[src/rtl/riscv_pkg.sv]
// Shared core package.
// Holds the data-master IDs, the arbitration mode encoding and the
// data-bus address-phase request struct used by the MEM stage and data_bus_arb.
package riscv_pkg;

  // Data-bus master IDs
  localparam logic MST_LSU = 1'b0;
  localparam logic MST_AUX = 1'b1;

  // Arbitration mode
  typedef enum logic {
    ARB_FIXED = 1'b0,  // master 0 always wins a tie
    ARB_RR    = 1'b1   // master not granted most recently wins a tie
  } arb_mode_e;

  // Address-phase payload of one data-bus request
  typedef struct packed {
    logic        wr;
    logic [31:0] addr;
    logic [31:0] wdata;
    logic [3:0]  byteen;
  } data_bus_req_t;

endpackage

[src/rtl/arb_id_fifo.sv]
// arb_id_fifo: synchronous 1-bit-wide FIFO holding the master ID of each
// accepted, unanswered data-bus transaction.
// Ports:
//   clk, reset_n    clock, asynchronous active-low reset
//   push, push_id   enqueue push_id
//   pop             dequeue the head entry (ignored when empty)
//   head            ID of the oldest entry
//   full, empty     occupancy flags
//   count           occupancy (0..DEPTH)
// A push while full is accepted only if a pop happens in the same cycle.
module arb_id_fifo #(
  parameter int DEPTH = 2
) (
  input  logic       clk,
  input  logic       reset_n,
  input  logic       push,
  input  logic       push_id,
  input  logic       pop,
  output logic       head,
  output logic       full,
  output logic       empty,
  output logic [2:0] count
);

  logic [DEPTH-1:0] mem_q, mem_d;
  logic [2:0]       count_q, count_d;
  logic [2:0]       wr_idx;
  logic             do_push, do_pop;

  assign empty = (count_q == 3'd0);
  assign full  = (count_q == 3'(DEPTH));
  assign head  = mem_q[0];
  assign count = count_q;

  // Shift-register FIFO: entry 0 is always the head, so a pop shifts
  // everything down and a simultaneous push lands one slot lower.
  always_comb begin
    do_pop  = pop & ~empty;
    do_push = push & (~full | do_pop);
    mem_d   = do_pop ? (mem_q >> 1) : mem_q;
    wr_idx  = do_pop ? (count_q - 3'd1) : count_q;
    if (do_push) begin
      for (int i = 0; i < DEPTH; i++) begin
        if (3'(i) == wr_idx) mem_d[i] = push_id;
      end
    end
    count_d = count_q + {2'b00, do_push} - {2'b00, do_pop};
  end

  always_ff @(posedge clk or negedge reset_n) begin
    if (!reset_n) begin
      mem_q   <= '0;
      count_q <= 3'd0;
    end else begin
      mem_q   <= mem_d;
      count_q <= count_d;
    end
  end

endmodule

[src/rtl/data_bus_arb.sv]
// data_bus_arb: two-master arbiter for the core's single data-memory port.
// Master 0 is the LSU, master 1 an auxiliary master (debug/DMA).
// Ports:
//   clk, reset_n                 clock, asynchronous active-low reset
//   mX_req/wr/addr/wdata/byteen  master address phase (held until mX_gnt)
//   mX_gnt                       address phase accepted this cycle
//   mX_valid, mX_rdata           response routed back to the issuing master
//   data_req/wr/addr/wdata/byteen bus address phase, forwarded from the owner
//   data_gnt, data_valid, data_rdata  bus grant and response
//   outstanding                  accepted, unanswered transactions
//   proto_err                    sticky: data_valid with nothing outstanding
// Handshake: the address phase transfers in a cycle where data_req and
// data_gnt are both 1; the requester holds req and payload stable until
// then. Responses arrive in order, at the earliest one cycle after the grant.
module data_bus_arb
  import riscv_pkg::*;
#(
  parameter int MAX_OUTSTANDING = 2,
  parameter bit RR_EN           = 1'b1
) (
  input  logic        clk,
  input  logic        reset_n,
  input  logic        m0_req,
  input  logic        m0_wr,
  input  logic [31:0] m0_addr,
  input  logic [31:0] m0_wdata,
  input  logic [3:0]  m0_byteen,
  input  logic        m1_req,
  input  logic        m1_wr,
  input  logic [31:0] m1_addr,
  input  logic [31:0] m1_wdata,
  input  logic [3:0]  m1_byteen,
  output logic        m0_gnt,
  output logic        m1_gnt,
  output logic        m0_valid,
  output logic        m1_valid,
  output logic [31:0] m0_rdata,
  output logic [31:0] m1_rdata,
  output logic        data_req,
  output logic        data_wr,
  output logic [31:0] data_addr,
  output logic [31:0] data_wdata,
  output logic [3:0]  data_byteen,
  input  logic        data_gnt,
  input  logic        data_valid,
  input  logic [31:0] data_rdata,
  output logic [2:0]  outstanding,
  output logic        proto_err
);

  localparam arb_mode_e MODE = RR_EN ? ARB_RR : ARB_FIXED;

  logic          lock_q, lock_d;
  logic          owner_q, owner_d;     // owner captured while locked
  logic          prio_q, prio_d;       // master that wins a tie
  logic          proto_err_q, proto_err_d;
  logic          owner, own_req;
  data_bus_req_t m0_bus, m1_bus, own_bus;
  logic          fifo_push, fifo_pop, fifo_head, fifo_full, fifo_empty;
  logic [2:0]    fifo_count;

  arb_id_fifo #(.DEPTH(MAX_OUTSTANDING)) u_id_fifo (
    .clk     (clk),
    .reset_n (reset_n),
    .push    (fifo_push),
    .push_id (owner),
    .pop     (fifo_pop),
    .head    (fifo_head),
    .full    (fifo_full),
    .empty   (fifo_empty),
    .count   (fifo_count)
  );

  always_comb begin
    m0_bus = '{wr: m0_wr, addr: m0_addr, wdata: m0_wdata, byteen: m0_byteen};
    m1_bus = '{wr: m1_wr, addr: m1_addr, wdata: m1_wdata, byteen: m1_byteen};

    // Owner selection; a stalled address phase keeps its owner.
    if (lock_q)                 owner = owner_q;
    else if (m0_req && !m1_req) owner = MST_LSU;
    else if (m1_req && !m0_req) owner = MST_AUX;
    else if (m0_req && m1_req)  owner = (MODE == ARB_RR) ? prio_q : MST_LSU;
    else                        owner = prio_q;

    own_req = (owner == MST_AUX) ? m1_req : m0_req;
    // Payload is zeroed when the owner is idle so the bus never shows stale data.
    own_bus = own_req ? ((owner == MST_AUX) ? m1_bus : m0_bus) : '0;

    // Throttle on a full FIFO unless a response frees a slot this cycle.
    data_req    = own_req & ~(fifo_full & ~data_valid);
    data_wr     = own_bus.wr;
    data_addr   = own_bus.addr;
    data_wdata  = own_bus.wdata;
    data_byteen = own_bus.byteen;

    fifo_push = data_req & data_gnt;
    fifo_pop  = data_valid & ~fifo_empty;
    m0_gnt    = fifo_push & (owner == MST_LSU);
    m1_gnt    = fifo_push & (owner == MST_AUX);
    m0_valid  = fifo_pop & (fifo_head == MST_LSU);
    m1_valid  = fifo_pop & (fifo_head == MST_AUX);
    m0_rdata  = m0_valid ? data_rdata : 32'h0;
    m1_rdata  = m1_valid ? data_rdata : 32'h0;

    lock_d      = data_req & ~data_gnt;
    owner_d     = owner;
    prio_d      = prio_q;
    if (fifo_push && MODE == ARB_RR) prio_d = ~owner;
    proto_err_d = proto_err_q | (data_valid & fifo_empty);
  end

  assign outstanding = fifo_count;
  assign proto_err   = proto_err_q;

  always_ff @(posedge clk or negedge reset_n) begin
    if (!reset_n) begin
      lock_q      <= 1'b0;
      owner_q     <= MST_LSU;
      prio_q      <= MST_LSU;
      proto_err_q <= 1'b0;
    end else begin
      lock_q      <= lock_d;
      owner_q     <= owner_d;
      prio_q      <= prio_d;
      proto_err_q <= proto_err_d;
    end
  end

endmodule

[config.mk]
export PLATFORM = sky130hd
export DESIGN_NAME = data_bus_arb
export DESIGN_NICKNAME = d
export VERILOG_FILES = /design/src/rtl/riscv_pkg.sv /design/src/rtl/arb_id_fifo.sv /design/src/rtl/data_bus_arb.sv
export SDC_FILE = /design/constraint.sdc
export NUM_CORES = 1
export LEC_CHECK = 0
export ABC_CLOCK_PERIOD_IN_PS = 2500
export BUFFER_PORTS_ARGS = -buffer_cell sky130_fd_sc_hd__clkbuf_2
export CORE_AREA = 2 2 125 127
export CTS_CLUSTER_SIZE = 16
export DETAILED_ROUTE_END_ITERATION = 16
export DIE_AREA = 0 0 127 129
export HOLD_SLACK_MARGIN = 0.05
export PLACE_DENSITY = 0.48
export REMOVE_ABC_BUFFERS = 1
export SYNTH_ARGS = -nofsm -noshare
export SYNTH_HDL_FRONTEND = slang
export SYNTH_SLANG_ARGS = --single-unit
[constraint.sdc]
create_clock -name clk -period 2.5 [get_ports clk]
set_clock_uncertainty 0.15 [all_clocks]
set_input_delay 0.75 -clock clk [delete_from_list [all_inputs] [get_ports clk]]
set_output_delay 0.75 -clock clk [all_outputs]
set_load 0.05 [all_outputs]
# --- After elaboration in Yosys (flattened, before gate mapping) ---
# Cells that the tools add are included.
op_classes:
  addsub: 3
  n_eq_ne: 2
  muxes: 13
  n_bitwise: 21
  n_reduce_logical: 6
ops:
  columns: ["operator", "n"]
  rows:
  - ["69-bit 2-to-1 mux", 2]
  - ["32-bit 2-to-1 mux", 2]
  - ["1-bit AND", 12]
  - ["1-bit NOT", 7]
  - ["3-bit zero test", 2]
  - ["1-bit 2-to-1 mux", 6]
  - ["2-bit 2-to-1 mux", 2]
  - ["3-bit by 1-bit adder with 3-bit output", 1]
  - ["1-bit by 3-bit equality test with 1-bit output, first input constant", 1]
  - ["3-bit by 2-bit equality test with 1-bit output, second input constant", 1]
  - ["3-bit 2-to-1 mux", 1]
  - ["3-bit by 1-bit subtractor with 3-bit output", 1]
  - ["3-bit by 1-bit subtractor with 3-bit output, second input constant", 1]
  - ["1-bit logical AND", 2]
  - ["1-bit zero test", 2]
  - ["1-bit OR", 2]
word_totals:
  register_bits: 9
  out_inout_bits: 142

# --- Logic depth before layout (Yosys ltp) ---
depth:
  ltp_word: 11
  ltp_mapped: 12

# --- Modules after synthesis ---
# A second synthesis with hierarchy kept.
hier_totals:
  hier_cells: 562
  area_unflattened_um2: 3629.7
modules_own_cells:
  columns: ["mod", "n_inst", "cells_per_inst", "area_each_um2", "seq_area_each_um2"]
  rows:
  - ["data_bus_arb", 1, 519, 3218.1, 100.1]
  - ["arb_id_fifo", 1, 43, 411.6, 125.1]

# --- Worst setup path after synthesis ---
# No wires, ideal clock.
synth_timing:
  path_type: "input to output"
  from: "input port m0_req"
  to: "output port data_byteen[0]"
  arrival_time_ps: 2307
  setup_slack_ps: -707
  stages: 8
  path_cell_list: "inv_1 -> nor2_1 -> o31a_1 -> buf_6 -> inv_8 -> buf_6 -> nand2_1 -> a21oi_1"
synth_between:
  elab_chain_cells: 7
synth_rtl:
  columns: ["item", "line_no", "source"]
  rows:
  - ["start, declared", "data_bus_arb.sv:23", "input logic m0_req,"]
  - ["1-bit zero test", "data_bus_arb.sv:81", "else if (m1_req && !m0_req) owner = MST_AUX;"]
  - ["1-bit logical AND", "data_bus_arb.sv:81", null]
  - ["1-bit 2-to-1 mux", "data_bus_arb.sv:81", null]
  - ["1-bit 2-to-1 mux", "data_bus_arb.sv:80", "else if (m0_req && !m1_req) owner = MST_LSU;"]
  - ["1-bit 2-to-1 mux", "data_bus_arb.sv:79", "if (lock_q) owner = owner_q;"]
  - ["69-bit 2-to-1 mux / 1-bit 2-to-1 mux (equally long branches)", "data_bus_arb.sv:87, data_bus_arb.sv:85", null]
  - ["69-bit 2-to-1 mux (*)", "data_bus_arb.sv:87", "own_bus = own_req ? ((owner == MST_AUX) ? m1_bus : m0_bus) : '0;"]
  - ["end, declared", "data_bus_arb.sv:43", "output logic [3:0] data_byteen,"]
# Every way passes the cells marked *; elsewhere a longest branch is shown, timed or not.

# --- Worst setup path in the final report ---
layout_timing:
  from: "input port m0_req"
  to: "output port data_addr[12]"
layout_between:
  elab_chain_cells: 7
layout_rtl:
  columns: ["item", "line_no", "source"]
  rows:
  - ["1-bit zero test", "data_bus_arb.sv:81", null]
  - ["1-bit logical AND", "data_bus_arb.sv:81", null]
  - ["1-bit 2-to-1 mux", "data_bus_arb.sv:81", null]
  - ["1-bit 2-to-1 mux", "data_bus_arb.sv:80", null]
  - ["1-bit 2-to-1 mux", "data_bus_arb.sv:79", null]
  - ["69-bit 2-to-1 mux / 1-bit 2-to-1 mux (equally long branches)", "data_bus_arb.sv:87, data_bus_arb.sv:85", null]
  - ["69-bit 2-to-1 mux (*)", "data_bus_arb.sv:87", null]
  - ["end, declared", "data_bus_arb.sv:41", "output logic [31:0] data_addr,"]
# Marks and branches as above.

==> flow_metrics.py <==
metrics = {
    "logic_synthesis": {
        "ys_seq_area_frac": 0.0948,
        "async_flop_share": 1.00,
        "syn_area_per_cell_sq_um": 6.64,
        "syn_area_sq_um": 2380,
        "synth_ff_type": "dfrtp_1",
        "netlist_instances": 358,
        "ys_warn_count": 0,
        "synth_cell_type_count": 32,
        "ys_ff_latch": 9,
        "synth_edf_count": 0,
    },
    "layout": {
        "nets": 918,
        "fin_cells": 923,
        "drive_gt1_frac": 0.899,
        "syn2layout_area_growth_pct": 255,
        "n_antenna_cell": 0,
    },
    "sta": {
        "worstMarginPinSlew_ns": 0.305,
        "whs_ns": 0.228,
        "max_slew_margin": 0.796,
        "final_hold_viol_count": 0,
        "drv_slew": 0,
        "setup_ws_ns": -0.483,
        "fmax_mhz": 335,
        "period_share": 1.19,
        "layout_min_cycle_time_ns": 2.98,
        "setup_viol": 138,
        "rsz0062_at_grt": "true",
    },
    "global_routing": {
        "antenna_found_initial": 0,
        "grt_max_degree": 26,
        "first_global_vias": 4071,
        "grt_pass1_wl_um": 22800,
        "overflow": 0,
        "grt_usage": 0.176,
    },
    "run": {
        "cap_violations": 0,
    },
    "worst_hold_path": {
        "hp-class": "primary input to asynchronous set/reset pin",
    },
    "detailed_routing": {
        "post_drt_wl_per_cell_um": 17.6,
        "wl_um": 16300,
        "drc_errors": 0,
        "drt_iter0_markers": 62,
        "ant_nets": 0,
        "vias_per_cell": 4.29,
        "vias": 3957,
        "firstDrtPassIters": 4,
    },
    "worst_setup_path": {
        "crit_fanout": 16,
        "cp.arrival_ns": 2.08,
        "max_stage_delay_ns": 0.23,
        "crit_required_ns": 1.60,
        "r2r_end": "u_id_fifo.count[2]",
        "crit_slowest_cell": "o2bb2ai_4",
        "rr_worst_depth": 14,
        "end_kind": "output port",
        "cp-start-kind": "primary input",
        "crit_type": "primary input to output port",
        "ff2ff_setup_slack_ns": 0.08,
        "timing.rr.start": "u_id_fifo.count[1]",
        "path_cells": "buf_8, buf_4, buf_6, a21boi_4, o2bb2ai_4, buf_6, buf_12, a21oi_4, buf_12",
    },
    "die": {
        "initial_core_util": 0.159,
        "die_x_um": 127,
        "row_count": 45,
        "die_h_um": 129,
        "core-area_sq_um": 15000,
        "pin_count": 318,
        "die_area_sq_um": 16400,
    },
    "clock_network": {
        "cts.clk_slew.worst_paths_ns": 0.04,
        "cts_sinks": 9,
        "worstSkewPairLatency_ns": 0.23,
        "cts_tree": "yes",
        "cts_buffers": 3,
        "cts_root_buf": "clkbuf_16",
        "h-tree-depth": 1,
        "cts_max_path_buffers": 2,
    },
    "place": {
        "dp_cells": 880,
        "port_buffers": 317,
        "place_hpwl_um": 10400,
        "place.gp.congestion": 0.779,
    },
    "status": {
        "status": "complete, but fails checks",
        "violations": "setup timing",
    },
    "power": {
        "leakage_nw": 4.00,
        "power_density_nw_per_um2": 1020,
        "finalPower_mw": 8.65,
        "peakVddDrop_mv": 0.618,
    },
}
flip-flops by register name, summed over array words and instances, names as in the netlist:
register	count
lock_q	1
u_id_fifo.count	3
u_id_fifo.mem_q	2
owner_q	1
prio_q	1
proto_err	1
power by group:
| group | internal, mW | total [mW] | switching (mW) |
|---|---|---|---|
| registers | 0.208 | 0.266 | 0.0581 |
| logic | 3.84 | 8.11 | 4.26 |
| clock network | 0.213 | 0.281 | 0.0678 |
how the worst max path moves through the flow:
| stage | from | end | cells past startpoint |
|---|---|---|---|
| after floorplan | m0_req | data_addr[23] | 6 |
| after global placement | m0_req | data_byteen[2] | 9 |
| after detailed placement | m0_req | data_byteen[2] | 9 |
| after CTS | m0_req | data_addr[2] | 10 |
| after global routing | m0_req | data_wdata[20] | 10 |
| final | m0_req | data_addr[12] | 9 |
cells in the final DEF, fill, tap and decap left out, drive strengths merged:
| cell | n |
|---|---|
| buf | 184 |
| clkbuf | 220 |
| clkinv | 1 |
| xnor2 | 2 |
| o21bai | 1 |
| nor3 | 2 |
| o32ai | 1 |
| or3b | 1 |
| fa | 1 |
| mux2i | 3 |
| o31a | 1 |
| and3 | 2 |
| o2bb2ai | 1 |
| dfrtp | 9 |
| nor2 | 8 |
| and2 | 64 |
| nand2 | 142 |
| a21boi | 1 |
| a21oi | 71 |
| a21o | 1 |
| nor2b | 1 |
| o21ai | 1 |
| inv | 9 |
| nand3 | 1 |
| ha | 5 |
| nand2b | 2 |
worst max-delay path: cells and delay by family:
kind | cells | cell delay [ns]
AOI/OAI and AO/OA | 3 | 0.42
buffers and inverters | 6 | 0.88
cell usage after synthesis (2+ instances only):
cell      instances  area [sq um]
a21oi_2          50           438
nor2_1            6          22.5
and2_1           64           400
a21oi_1          21           105
ha_1              5          62.6
nand2b_1          2          12.5
xnor2_1           2          17.5
buf_2            16          80.1
nand2_1          92           345
nor3_1            2          10.0
inv_1             8          30.0
and3_1            2          12.5
clkbuf_1          4          15.0
dfrtp_1           9           225
buf_8             5          75.1
nand2_2          50           313
buf_6             3          33.8
mux2i_1           3          30.0
cell type report:
class / count / area (sq um)
Multi-Input combinational cell: 312 / 3040
Fill cell: 1233 / 6530
Clock buffer: 4 / 78.8
Timing Repair inverter: 1 / 16.3
Sequential cell: 9 / 225
Tap cell: 188 / 235
Timing Repair Buffer: 400 / 4800
Inverter: 9 / 46.3
through the flow:
stage / area (sq um) / util / worst slack [ns] / setup TNS [ns]
detailed placement: 5420 / 0.362 / -0.607 / -43.69
global route: 8450 / 0.564 / -0.553 / -46.49
global placement: 5420 / 0.362 / -0.620 / -43.45
floorplan: 2170 / - / -1.74 / -187.25
CTS: 8010 / 0.535 / -0.486 / -39.92
finish: 8450 / 0.564 / -0.483 / -38.41
kinds of logic after synthesis:
group	share of synthesized area
compound gates	0.261
xor+xnor	0.00737
fa+ha+maj	0.0348
buf+inv	0.103
flops	0.0948
mux	0.0126
simple gates	0.487
repair_timing:
action	4_1_cts	5_1_grt
cloned	14	1
gates resized for setup	422	133
setup buffers	31	8
endpoints found under the setup margin	139	139
pin swaps	149	57
hold buffers	0	0
layer usage:
| layer | vias up | share of wire | global-route usage |
|---|---|---|---|
| met2 | 206 | 0.56 | 0.348 |
| met5 | - | 0 | 0 |
| met4 | 0 | 0.019 | 0.0356 |
| li1 | 1907 | - | - |
| met1 | 1826 | 0.35 | 0.193 |
| met3 | 18 | 0.070 | 0.0358 |
Note: power is estimated with default switching activity, not from simulation.
